### src/rtl/serdes_pkg.sv
// Shared SERDES alignment package: window-select FSM states and mask geometry
// constants, also used by the lock-mask generator.
package serdes_pkg;

    localparam int SERDES_TAP_NUM = 32;
    localparam int SERDES_MASK_AW = 4;
    localparam int SERDES_TAP_AW  = $clog2(SERDES_TAP_NUM);
    localparam int SERDES_LEN_W   = SERDES_TAP_AW + 1;

    typedef enum logic [2:0] {
        ST_IDLE,
        ST_READ,
        ST_WAIT,
        ST_SCAN,
        ST_CLOSE,
        ST_NEXT,
        ST_DECIDE,
        ST_DONE
    } WinFsm_e;

    // Centre of a run: start + floor((len-1)/2), in 8-bit arithmetic.
    function automatic logic [7:0] win_centre(input logic [SERDES_TAP_AW-1:0] start,
                                              input logic [SERDES_LEN_W-1:0]  len);
        logic [7:0] half;
        half = (8'(len) - 8'd1) >> 1;
        return 8'(start) + half;
    endfunction

endpackage

### src/rtl/serdes_run_tracker.sv
// Serial run tracker: follows the current run of 1s in a tap mask fed one
// bit per cycle and flags when a non-empty run ends.
module serdes_run_tracker
    import serdes_pkg::*;
(
    input  logic                     px_clk,
    input  logic                     px_reset_n,
    input  logic                     clear,
    input  logic                     shift_en,
    input  logic                     bit_in,
    input  logic [SERDES_TAP_AW-1:0] tap_idx,
    input  logic                     flush,
    output logic [SERDES_LEN_W-1:0]  run_len,
    output logic [SERDES_TAP_AW-1:0] run_start,
    output logic                     close_stb
);

    // A run closes on a 0 bit or on the end-of-mask flush; run_len/run_start
    // still hold the closing run's values during the strobe.
    always_comb begin
        close_stb = (run_len != '0) && ((shift_en && !bit_in) || flush);
    end

    // Extend, start or terminate the current run.
    always_ff @(posedge px_clk or negedge px_reset_n) begin
        if (!px_reset_n) begin
            run_len   <= '0;
            run_start <= '0;
        end else if (clear) begin
            run_len   <= '0;
            run_start <= '0;
        end else if (shift_en) begin
            if (bit_in) begin
                run_len <= run_len + 1'b1;
                if (run_len == '0) begin
                    run_start <= tap_idx;
                end
            end else begin
                run_len <= '0;
            end
        end else if (flush) begin
            run_len <= '0;
        end
    end

endmodule

### src/rtl/serdes_lock_window_select.sv
// Lock-window selector: reads SLIP_NUM lock masks, finds the widest run of
// locked taps over all slips and publishes slip, centre tap and verdict.
// Optional macro SERDES_SEL_HOLD_EN: on fail, delay/slip keep the last pass.
module serdes_lock_window_select
    import serdes_pkg::*;
#(
    parameter int SLIP_NUM   = 12,
    parameter int MIN_WINDOW = 4
) (
    input  logic                      px_clk,
    input  logic                      px_reset_n,
    input  logic                      start,
    output logic [SERDES_MASK_AW-1:0] lock_mask_raddr_out,
    output logic                      lock_mask_re_out,
    input  logic [SERDES_TAP_NUM-1:0] lock_mask_din,
    output logic [7:0]                delay_sel_out,
    output logic [7:0]                slip_sel_out,
    output logic [7:0]                window_len_out,
    output logic                      valid_out,
    output logic                      fail_out,
    output logic                      busy_out,
    output logic                      done_out
);

    WinFsm_e                   state, state_nxt;
    logic [SERDES_MASK_AW-1:0] scnt;
    logic [SERDES_TAP_AW-1:0]  tcnt;
    logic [SERDES_TAP_NUM-1:0] mask;
    logic [SERDES_LEN_W-1:0]   best_len;
    logic [SERDES_TAP_AW-1:0]  best_start;
    logic [SERDES_MASK_AW-1:0] best_slip;
    logic [SERDES_LEN_W-1:0]   run_len;
    logic [SERDES_TAP_AW-1:0]  run_start;
    logic                      close_stb;
    logic                      last_slip;
    logic                      pass;
    logic [7:0]                centre;

    assign last_slip = ({1'b0, scnt} + 5'd1) == 5'(SLIP_NUM);
    assign pass      = int'(best_len) >= MIN_WINDOW;
    assign centre    = win_centre(best_start, best_len);

    serdes_run_tracker u_run (
        .px_clk     (px_clk),
        .px_reset_n (px_reset_n),
        .clear      (state == ST_WAIT),
        .shift_en   (state == ST_SCAN),
        .bit_in     (mask[tcnt]),
        .tap_idx    (tcnt),
        .flush      (state == ST_CLOSE),
        .run_len    (run_len),
        .run_start  (run_start),
        .close_stb  (close_stb)
    );

    // FSM state register.
    always_ff @(posedge px_clk or negedge px_reset_n) begin
        if (!px_reset_n) state <= ST_IDLE;
        else             state <= state_nxt;
    end

    // Next-state logic and state-decoded control outputs.
    always_comb begin
        state_nxt           = state;
        lock_mask_re_out    = 1'b0;
        lock_mask_raddr_out = '0;
        busy_out            = (state != ST_IDLE);
        case (state)
            ST_IDLE:   if (start) state_nxt = ST_READ;
            ST_READ: begin
                lock_mask_re_out    = 1'b1;
                lock_mask_raddr_out = scnt;
                state_nxt           = ST_WAIT;
            end
            ST_WAIT:   state_nxt = ST_SCAN;
            ST_SCAN:   if (tcnt == SERDES_TAP_AW'(SERDES_TAP_NUM - 1)) state_nxt = ST_CLOSE;
            ST_CLOSE:  state_nxt = ST_NEXT;
            ST_NEXT:   state_nxt = last_slip ? ST_DECIDE : ST_READ;
            ST_DECIDE: state_nxt = ST_DONE;
            ST_DONE:   state_nxt = ST_IDLE;
            default:   state_nxt = ST_IDLE;
        endcase
    end

    // Slip/tap counters and best-run bookkeeping; strict '>' keeps the
    // earliest slip and lowest tap on ties.
    always_ff @(posedge px_clk or negedge px_reset_n) begin
        if (!px_reset_n) begin
            scnt       <= '0;
            tcnt       <= '0;
            best_len   <= '0;
            best_start <= '0;
            best_slip  <= '0;
        end else begin
            if (state == ST_IDLE && start) begin
                scnt       <= '0;
                best_len   <= '0;
                best_start <= '0;
                best_slip  <= '0;
            end else if (close_stb && (run_len > best_len)) begin
                best_len   <= run_len;
                best_start <= run_start;
                best_slip  <= scnt;
            end
            if (state == ST_WAIT) tcnt <= '0;
            if (state == ST_SCAN) tcnt <= tcnt + 1'b1;
            if (state == ST_NEXT) scnt <= scnt + 1'b1;
        end
    end

    // Mask capture one cycle after the RAM read.
    always_ff @(posedge px_clk) begin
        if (state == ST_WAIT) mask <= lock_mask_din;
    end

    // Result publication: registered on leaving ST_DECIDE so it is visible
    // together with done_out.
    always_ff @(posedge px_clk or negedge px_reset_n) begin
        if (!px_reset_n) begin
            done_out       <= 1'b0;
            valid_out      <= 1'b0;
            fail_out       <= 1'b0;
            window_len_out <= '0;
            delay_sel_out  <= '0;
            slip_sel_out   <= '0;
        end else begin
            done_out <= (state == ST_DECIDE);
            if (state == ST_DECIDE) begin
                window_len_out <= 8'(best_len);
                valid_out      <= pass;
                fail_out       <= !pass;
                if (pass) begin
                    delay_sel_out <= centre;
                    slip_sel_out  <= 8'(best_slip);
                end else begin
`ifdef SERDES_SEL_HOLD_EN
                    delay_sel_out <= delay_sel_out;
                    slip_sel_out  <= slip_sel_out;
`else
                    delay_sel_out <= '0;
                    slip_sel_out  <= '0;
`endif
                end
            end
        end
    end

endmodule

### config.mk
export PLATFORM = sky130hd
export DESIGN_NAME = serdes_lock_window_select
export DESIGN_NICKNAME = d
export VERILOG_FILES = /design/src/rtl/serdes_pkg.sv /design/src/rtl/serdes_run_tracker.sv /design/src/rtl/serdes_lock_window_select.sv
export SDC_FILE = /design/constraint.sdc
export NUM_CORES = 1
export LEC_CHECK = 0
export BUFFER_PORTS_ARGS = -buffer_cell sky130_fd_sc_hd__buf_2
export CAP_MARGIN = 5
export CORE_ASPECT_RATIO = 0.8
export CORE_UTILIZATION = 40
export CTS_CLUSTER_SIZE = 16
export DETAILED_ROUTE_END_ITERATION = 8
export PLACE_DENSITY = 0.59
export SYNTH_ARGS = -nofsm -noshare
export SYNTH_HDL_FRONTEND = slang
export SYNTH_HIERARCHICAL = 1
export SYNTH_SLANG_ARGS = --single-unit
### constraint.sdc
create_clock -name px_clk -period 4.4 [get_ports px_clk]
set_clock_uncertainty 0.15 [all_clocks]
set_input_delay 0.88 -clock px_clk [delete_from_list [all_inputs] [get_ports px_clk]]
set_output_delay 0.88 -clock px_clk [all_outputs]
set_load 0.01 [all_outputs]
### Word-level counts from Yosys, hierarchy flattened

Index checks and enable logic that the tools add are counted.

| word-level totals | value |
|---|---|
| register bits | 95 |
| bits of input ports | 35 |
| output and inout port bits | 33 |
| word-level logic and storage cells | 82 |

| cells by class | value |
|---|---|
| $add $sub $neg | 6 |
| order comparisons | 3 |
| eq/ne operators | 11 |
| mux-type cells | 28 |
| reductions and logical operators | 19 |

Operator list:

| cell | count |
|---|---|
| 5-bit 2-to-1 mux | 8 |
| 6-bit 2-to-1 mux | 6 |
| 4-bit 2-to-1 mux | 6 |
| 3-bit one-hot mux with 8 select lines | 1 |
| 3-bit equality test (second input constant) | 4 |
| 2-bit nonzero test | 5 |
| 3-bit 2-to-1 mux | 3 |
| 5-bit by 7-bit adder with 8-bit output | 1 |
| 8-bit 2-to-1 mux | 1 |
| 6-bit by 1-bit subtractor with 7-bit output (second input constant) | 1 |
| 6-bit by 1-bit adder with 6-bit output (second input constant) | 1 |
| 3-bit by 2-bit equality test with 1-bit output (second input constant) | 2 |
| 6-bit by 3-bit greater-or-equal comparator with 1-bit output (second input constant) | 1 |
| 6-bit greater-than comparator | 1 |
| 6-bit zero test | 1 |
| 5-bit by 6-bit less-than comparator with 1-bit output (second input constant) | 1 |
| 3-bit nonzero test | 2 |
| 6-bit nonzero test | 1 |
| 4-bit by 1-bit adder with 5-bit output (second input constant) | 1 |
| 5-bit by 1-bit adder with 5-bit output (second input constant) | 1 |
| 1-bit binary-select mux with 5-bit select | 1 |
| 5-bit by 4-bit equality test with 1-bit output (second input constant) | 1 |
| 5-bit equality test (second input constant) | 1 |
| 4-bit by 1-bit adder with 4-bit output (second input constant) | 1 |
| 9 further kinds | 15 |

### Logic depth before layout (Yosys ltp)

Gate-level depths: netlist (run 1).

| depth | value |
|---|---|
| depth in word-level cells | 9 |
| mapped depth | 11 |
| depth with buffers taken out | 10 |

### Cells and area by module

Netlist (run 1), hierarchy kept.

By module, submodules not included:

| module | times used | cells an instance | area an instance (µm²) | sequential area each (µm²) |
|---|---|---|---|---|
| serdes_lock_window_select | 1 | 307 | 3808.7 | 2162.1 |
| serdes_run_tracker | 1 | 64 | 626.9 | 275.3 |

### Worst setup path after synthesis (run 1)

Ideal clock, no wire load.

| timing path | value |
|---|---|
| kind | register to register |
| start | register state[0] |
| end | register u_run.run_len[5] |
| library setup time | 0.078 ns |
| arrival time | 3.155 ns |
| data required time | 4.172 ns |
| setup slack | 1.017 ns |
| stages on the path, launching flop included | 7 |
| buffers on the path | 2 |
| period minus slack after synthesis | 3.383 ns |
| cells stage by stage | dfrtp_1 > buf_2 > clkbuf_1 > nor2_1 > nor3_1 > or4_1 > a21oi_1 |

| between the ends | value |
|---|---|
| longest elaborated chain between the ends | 3 |
| elaborated cells between the ends (all ways) | 6 |
| classes of those cells | 3 x eq/ne; 2 x mux; 1 x reduce/logical |

Ends and longest elaborated chain:

| item | line | RTL |
|---|---|---|
| start, declared | serdes_lock_window_select.sv:25 | `WinFsm_e state, state_nxt;` |
| start signal, assigned | serdes_lock_window_select.sv:59 | `else state <= state_nxt;` |
| 3-bit by 2-bit equality test with 1-bit output | serdes_lock_window_select.sv:47 | `.shift_en (state == ST_SCAN),` |
| 6-bit 2-to-1 mux | serdes_run_tracker.sv:32 | `end else if (shift_en) begin` |
| 6-bit 2-to-1 mux | serdes_run_tracker.sv:29 | `end else if (clear) begin` |
| end signal, assigned | serdes_run_tracker.sv:34 | `run_len <= run_len + 1'b1;` |
| end, declared | serdes_run_tracker.sv:13 | `output logic [SERDES_LEN_W-1:0] run_len,` |

Parallel ways exist; a longest one is shown, timed or not.
A chain may end at the register's enable or synchronous reset.

### Worst setup path after layout (run 1)

| timing path | value |
|---|---|
| start | register tcnt[0] |
| end | register best_len[1] |

| between the ends | value |
|---|---|
| longest elaborated chain between the ends | 8 |

Ends and longest elaborated chain:

| item | line | RTL |
|---|---|---|
| start, declared | serdes_lock_window_select.sv:27 | `logic [SERDES_TAP_AW-1:0] tcnt;` |
| start signal, assigned | serdes_lock_window_select.sv:106 | `if (state == ST_SCAN) tcnt <= tcnt + 1'b1;` |
| 1-bit binary-select mux with 5-bit select | serdes_lock_window_select.sv:48 | `.bit_in (mask[tcnt]),` |
| 1-bit 2-to-1 mux (implied by the code) | serdes_lock_window_select.sv:48 |  |
| 1-bit zero test | serdes_run_tracker.sv:21 | `close_stb = (run_len != '0) && ((shift_en && !bit_in) \|\| flush);` |
| 1-bit logical AND | serdes_run_tracker.sv:21 |  |
| 1-bit logical OR | serdes_run_tracker.sv:21 |  |
| 1-bit logical AND | serdes_run_tracker.sv:21 |  |
| named net close_stb | serdes_lock_window_select.sv:34 | `logic close_stb;` |
| 1-bit logical AND | serdes_lock_window_select.sv:100 | `end else if (close_stb && (run_len > best_len)) begin` |
| 2-bit nonzero test (no source line) | -- |  |
| end signal, assigned | serdes_lock_window_select.sv:101 | `best_len <= run_len;` |
| end, declared | serdes_lock_window_select.sv:29 | `logic [SERDES_LEN_W-1:0] best_len;` |

The timed path passes the listed nets, and every way through them passes these cells. The select of a mux whose other input is x is not followed.

==> impl_metrics.ini, run 1 <==
[setup_path]
cp_slowest_cell = dfrtp_1
criticalPathCategory = reg2reg
startpoint_type = flip-flop
reg2reg_from = tcnt[0]
critical_path.cell_chain = mux4_1 -> mux2_2 -> nor3b_1 -> nor4_1 -> nand2b_1 -> a21oi_1 -> o221a_2 -> mux2i_1
end_kind = flip-flop
critPathRequiredTime_ns = 4.50
crit_fanout = 15
arrival_ns = 3.45
slowest_delay_ns = 0.69
cp-startpoint = tcnt[0]

[routing]
route.detailed.drc = 0
first_pass_iters = 4
via_per_inst = 5.00
wire_per_inst_um = 14.4
drt-initial-drc-count = 159
vias = 2856
wl_um = 8210
antenna_left = 0

[die]
die_y_um = 96.2
dieWidth_um = 120
rows = 33
core_area_sq_um = 10500
pin_count = 68
start_util = 0.421
dieArea_sq_um = 11500

[pwr]
leakagePower_nw = 2.30
ir_drop_mv = 0.179
pwr_density_cell_nw_per_um2 = 366

[cells_and_area]
final_nets = 480
final_area_sq_um = 5120
stdcell_count = 571
drive_above_1_share = 0.213
multi_input_area_sq_um = 1820
fillerInstances = 979
area_delta_synth_final_pct = 15.4
seq_area_sq_um = 2440
num_antenna_cells = 0

[global_route]
use_met1 = 0.219
grtUsageMet3 = 0.0409
grt-busiest-layer = met2
overflow = 0
grtUsageTotal = 0.156
grt_pass1_vias = 2722
grt_use_met2 = 0.235
grt_start_max_net_pins = 46
grt_pass1_wl_um = 13600
antenna_found_initial = 0

[cts]
insertion_delay_ns = 0.34
cts_tree = yes
cts_made_buffers = 9
clkTransAtPathRegs_ns = 0.07
htree_levels = 3
postCtsSetupBuffers = 0
cts_hold_buffers = 0
cts.sinks = 91
clk_path_buf_depth = 2
ctsResizeCount = 0
cts-root-buf = clkbuf_16

[sta]
max_clock_freq_mhz = 299
timing.final.crit_share = 0.761
rsz0062_at_grt = no
tightest_slew_ns = 0.971
setup_viol = 0
finalCriticalPeriod_ns = 3.35
relSlewSlack = 0.353
whs_ns = 0.322
fin_tns_setup_ns = 0
maxSlewViolCount = 0
timing.final.ws_setup_ns = 1.05
hold_viol_final = 0

[placed_design]
gp_congestion = 0.758
dp_cells = 555
io_buffers = 61
hpwl_um = 5760
place_area_sq_um = 4820
pre_cts_slack_ns = 1.07

[synthesis]
ys.flop_type = dfrtp_1
netlist_top_cells_count = dfrtp_1, nand2_1, edfxtp_1
synth.avg_cell_area_sq_um = 12.0
syn_inst = 371
synth-seq-cells = 91
synth-seq-area-share = 0.550
synth_area_leaders = dfrtp_1, edfxtp_1, ha_1
yosys.area.top_type = dfrtp_1
synth_warnings = 6
synth_most_common_cell = dfrtp_1
synth_top_area_share = 0.333
synth_edf_count = 32
synthesis.area_sq_um = 4440
ys_types = 56
synthArstFlopShare = 0.648

[min_path]
worstHoldPathType = reg2reg
worstHoldStart = window_len_out[3]

[run]
drv_cap = 0

[run_status]
status = finished clean
-- state kept, by name (all words and copies together), names as in the netlist --
signal,flops
best_len,6
best_slip,4
best_start,5
delay_sel_out,8
done_out,1
fail_out,1
mask,32
scnt,4
slip_sel_out,4
state,3
tcnt,5
u_run/run_len,6
u_run/run_start,5
valid_out,1
window_len_out,6
-- routing by layer --
layer,wire length (um),share of wire,vias up
met5,0,0,-
met4,65,0.0079,0
met3,301,0.037,4
met2,3810,0.46,64
met1,4030,0.49,1375
li1,-,-,1413
-- placed cells by master, fill, tap and decap left out, types with 5 or more instances in the layout --
cell,count
a21oi_1,7
nand2b_1,14
and2_1,8
nor2_1,6
edfxtp_1,32
mux4_1,7
o21ai_0,20
nand2_1,56
buf_2,61
dfrtp_1,59
inv_1,19
nand3_1,7
mux2i_1,22
a22o_1,8
xor2_1,5
conb_1,6
clkbuf_16,9
ha_1,18
-- worst paths after layout --
check                           cells after the start  slack (ns)                end
worst min-delay path                                2        0.32  window_len_out[3]
max in group asynchronous                           2        2.83   u_run/run_len[1]
worst max-delay path                                8        1.05        best_len[1]
worst max register to register                      8        1.05        best_len[1]
min in group asynchronous                           1        0.43   delay_sel_out[7]
worst min register to register                      2        0.32  window_len_out[3]
-- stage by stage --
step	total power [mW]	util
final	1.87	0.486
after floorplan	1.07	-
after detailed placement	1.13	0.458
after CTS	1.90	0.486
after global placement	1.12	0.458
after global routing	1.96	0.486
-- cells by family after synthesis --
| kind of cell | after synthesis | share of synthesized area |
|---|---|---|
| flip-flops | 91 | 0.550 |
| multiplexers | 34 | 0.106 |
| buffers and inverters | 43 | 0.0465 |
| AO/OA/AOI/OAI | 54 | 0.0838 |
| other | 1 | 0.000845 |
| AND/OR/NAND/NOR | 121 | 0.142 |
| XOR/XNOR | 8 | 0.0158 |
| adder cells (fa/ha/maj) | 19 | 0.0553 |
-- where the power goes --
part | switching, mW | total, mW | leakage [nW] | internal, mW
clock | 0.318 | 0.762 | 0.136 | 0.444
sequential | 0.0174 | 0.920 | 1.06 | 0.902
combinational | 0.106 | 0.194 | 1.10 | 0.0878
-- final cells by class --
class	instances	share of cell area
timing repair buffer	63	0.0626
tap	140	0.0342
multi-input combinational	242	0.355
clock buffer	11	0.0455
inverter	19	0.0139
sequential	91	0.476
clock inverter	5	0.0122
-- worst max-delay path, delay by kind of cell (launching register included) --
kind	cells	cell delay [ns]
AOI/OAI and AO/OA	2	0.68
DFF	1	0.69
muxes	3	1.15
and+or+nand+nor	3	0.58
(Power assumes the default switching activity.)
==> inputs of run 2 (changes only) <==
clock period = 3.3 ns   (was 4.4 ns; I/O delays follow)
==> impl_metrics.ini, run 2 (synthesis results as in run 1) <==
[routing]
drt-initial-drc-count = 165
route.detailed.drc = 0
wl_um = 8460
antenna_left = 0
wire_per_inst_um = 14.7
vias = 2898
via_per_inst = 5.03
first_pass_iters = 4

[global_route]
grt_start_max_net_pins = 60
overflow = 0
grt_pass1_wl_um = 13900
grt_pass1_vias = 2748
grtUsageTotal = 0.158
antenna_found_initial = 0

[cts]
htree_levels = 3
ctsResizeCount = 0
insertion_delay_ns = 0.34
cts_tree = yes
clkTransAtPathRegs_ns = 0.07
cts_hold_buffers = 0
clk_path_buf_depth = 2
cts_made_buffers = 9
postCtsSetupBuffers = 0
cts.sinks = 91
cts-root-buf = clkbuf_16

[die]
dieWidth_um = 120
core_area_sq_um = 10500
dieArea_sq_um = 11500
pin_count = 68
rows = 33
die_y_um = 96.2
start_util = 0.421

[setup_path]
cp_slowest_cell = mux4_1
critPathRequiredTime_ns = 3.41
startpoint_type = flip-flop
end_kind = flip-flop
crit_fanout = 15
slowest_delay_ns = 0.58
criticalPathCategory = reg2reg
arrival_ns = 3.07
cpLargestDelayFamily = multiplexers
critical_path.cell_chain = buf_4 -> mux4_1 -> mux2_2 -> nor3b_1 -> nor4_1 -> nand2b_1 -> a21oi_1 -> o221a_4 -> mux2i_1
path_buf_inv = 1

[sta]
max_clock_freq_mhz = 338
rsz0062_at_grt = no
hold_viol_final = 0
tightest_slew_ns = 0.769
finalCriticalPeriod_ns = 2.96
setup_viol = 0
fin_tns_setup_ns = 0
relSlewSlack = 0.487
maxSlewViolCount = 0
timing.final.crit_share = 0.896

[cells_and_area]
final_common_cell = buf_2
area_delta_synth_final_pct = 16.2
reg_top3 = mask: 32 flops, delay_sel_out: 8 flops
final_cell_mix = buf_2, dfrtp_1, nand2_1
drive_above_1_share = 0.227
stdcell_count = 576
fillerInstances = 966
largest_reg_flops = 32
final_nets = 485
top_register = mask
final_core_util = 0.490
num_antenna_cells = 0

[run]
drv_cap = 0

[placed_design]
io_buffers = 61
hpwl_um = 5850
gp_congestion = 0.745
dp_cells = 560

[min_path]
worstHoldPathType = in2async

[pwr]
pwr_density_cell_nw_per_um2 = 481
ir_drop_mv = 0.317
leakagePower_nw = 2.33

[run_status]
status = finished clean
run 2: final timing paths:
check | start | end | slack [ns] | cells after the start
worst max-delay path | tcnt[0] | best_slip[0] | 0.34 | 9
min in group px_clk | valid_out | valid_out | 0.32 | 2
worst min register to register | valid_out | valid_out | 0.32 | 2
max in group asynchronous | px_reset_n | state[1] | 2.16 | 2
worst min-delay path | px_reset_n | valid_out | 0.32 | 2
worst max register to register | tcnt[0] | best_slip[0] | 0.34 | 9
run 2: where the power goes:
part	internal [mW]	leakage, nW	switching (mW)
Combinational	0.119	1.13	0.142
Sequential	1.20	1.06	0.0237
Clock	0.541	0.145	0.451
Total	1.86	2.33	0.616
run 2: cell type report:
cell class,count,area (sq um),share of cell area
Tap cell,140,175,0.0340
Clock inverter,6,47.5,0.00922
Inverter,19,71.3,0.0138
Timing Repair Buffer,68,358,0.0694
Sequential cell,91,2440,0.473
Clock buffer,10,239,0.0464
Multi-Input combinational cell,242,1830,0.354
run 2: worst register-to-register path: stages, from the launching register on:
cell	delay (ns)
dfrtp_1	0.34
buf_4	0.18
mux4_1	0.58
mux2_2	0.28
nor3b_1	0.19
nor4_1	0.13
nand2b_1	0.18
a21oi_1	0.20
o221a_4	0.40
mux2i_1	0.24
run 2: metal layers:
| layer | track usage | share of wire | vias to the layer above |
|---|---|---|---|
| met5 | 0 | 0 | - |
| met4 | 0.0542 | 0.014 | 0 |
| met3 | 0.0421 | 0.033 | 9 |
| met2 | 0.235 | 0.45 | 52 |
| met1 | 0.225 | 0.50 | 1412 |
| li1 | - | - | 1425 |
run 2: stage by stage:
step / total power, mW / cell area [sq um] / hold slack (ns) / worst slack [ns]
after floorplan: 1.43 / 4460 / 0.214 / 0.463
after global placement: 1.50 / 4860 / 0.304 / 0.311
after detailed placement: 1.51 / 4860 / 0.309 / 0.243
after CTS: 2.51 / 5150 / 0.326 / 0.217
after global routing: 2.59 / 5150 / 0.323 / 0.134
final: 2.48 / 5150 / 0.319 / 0.343
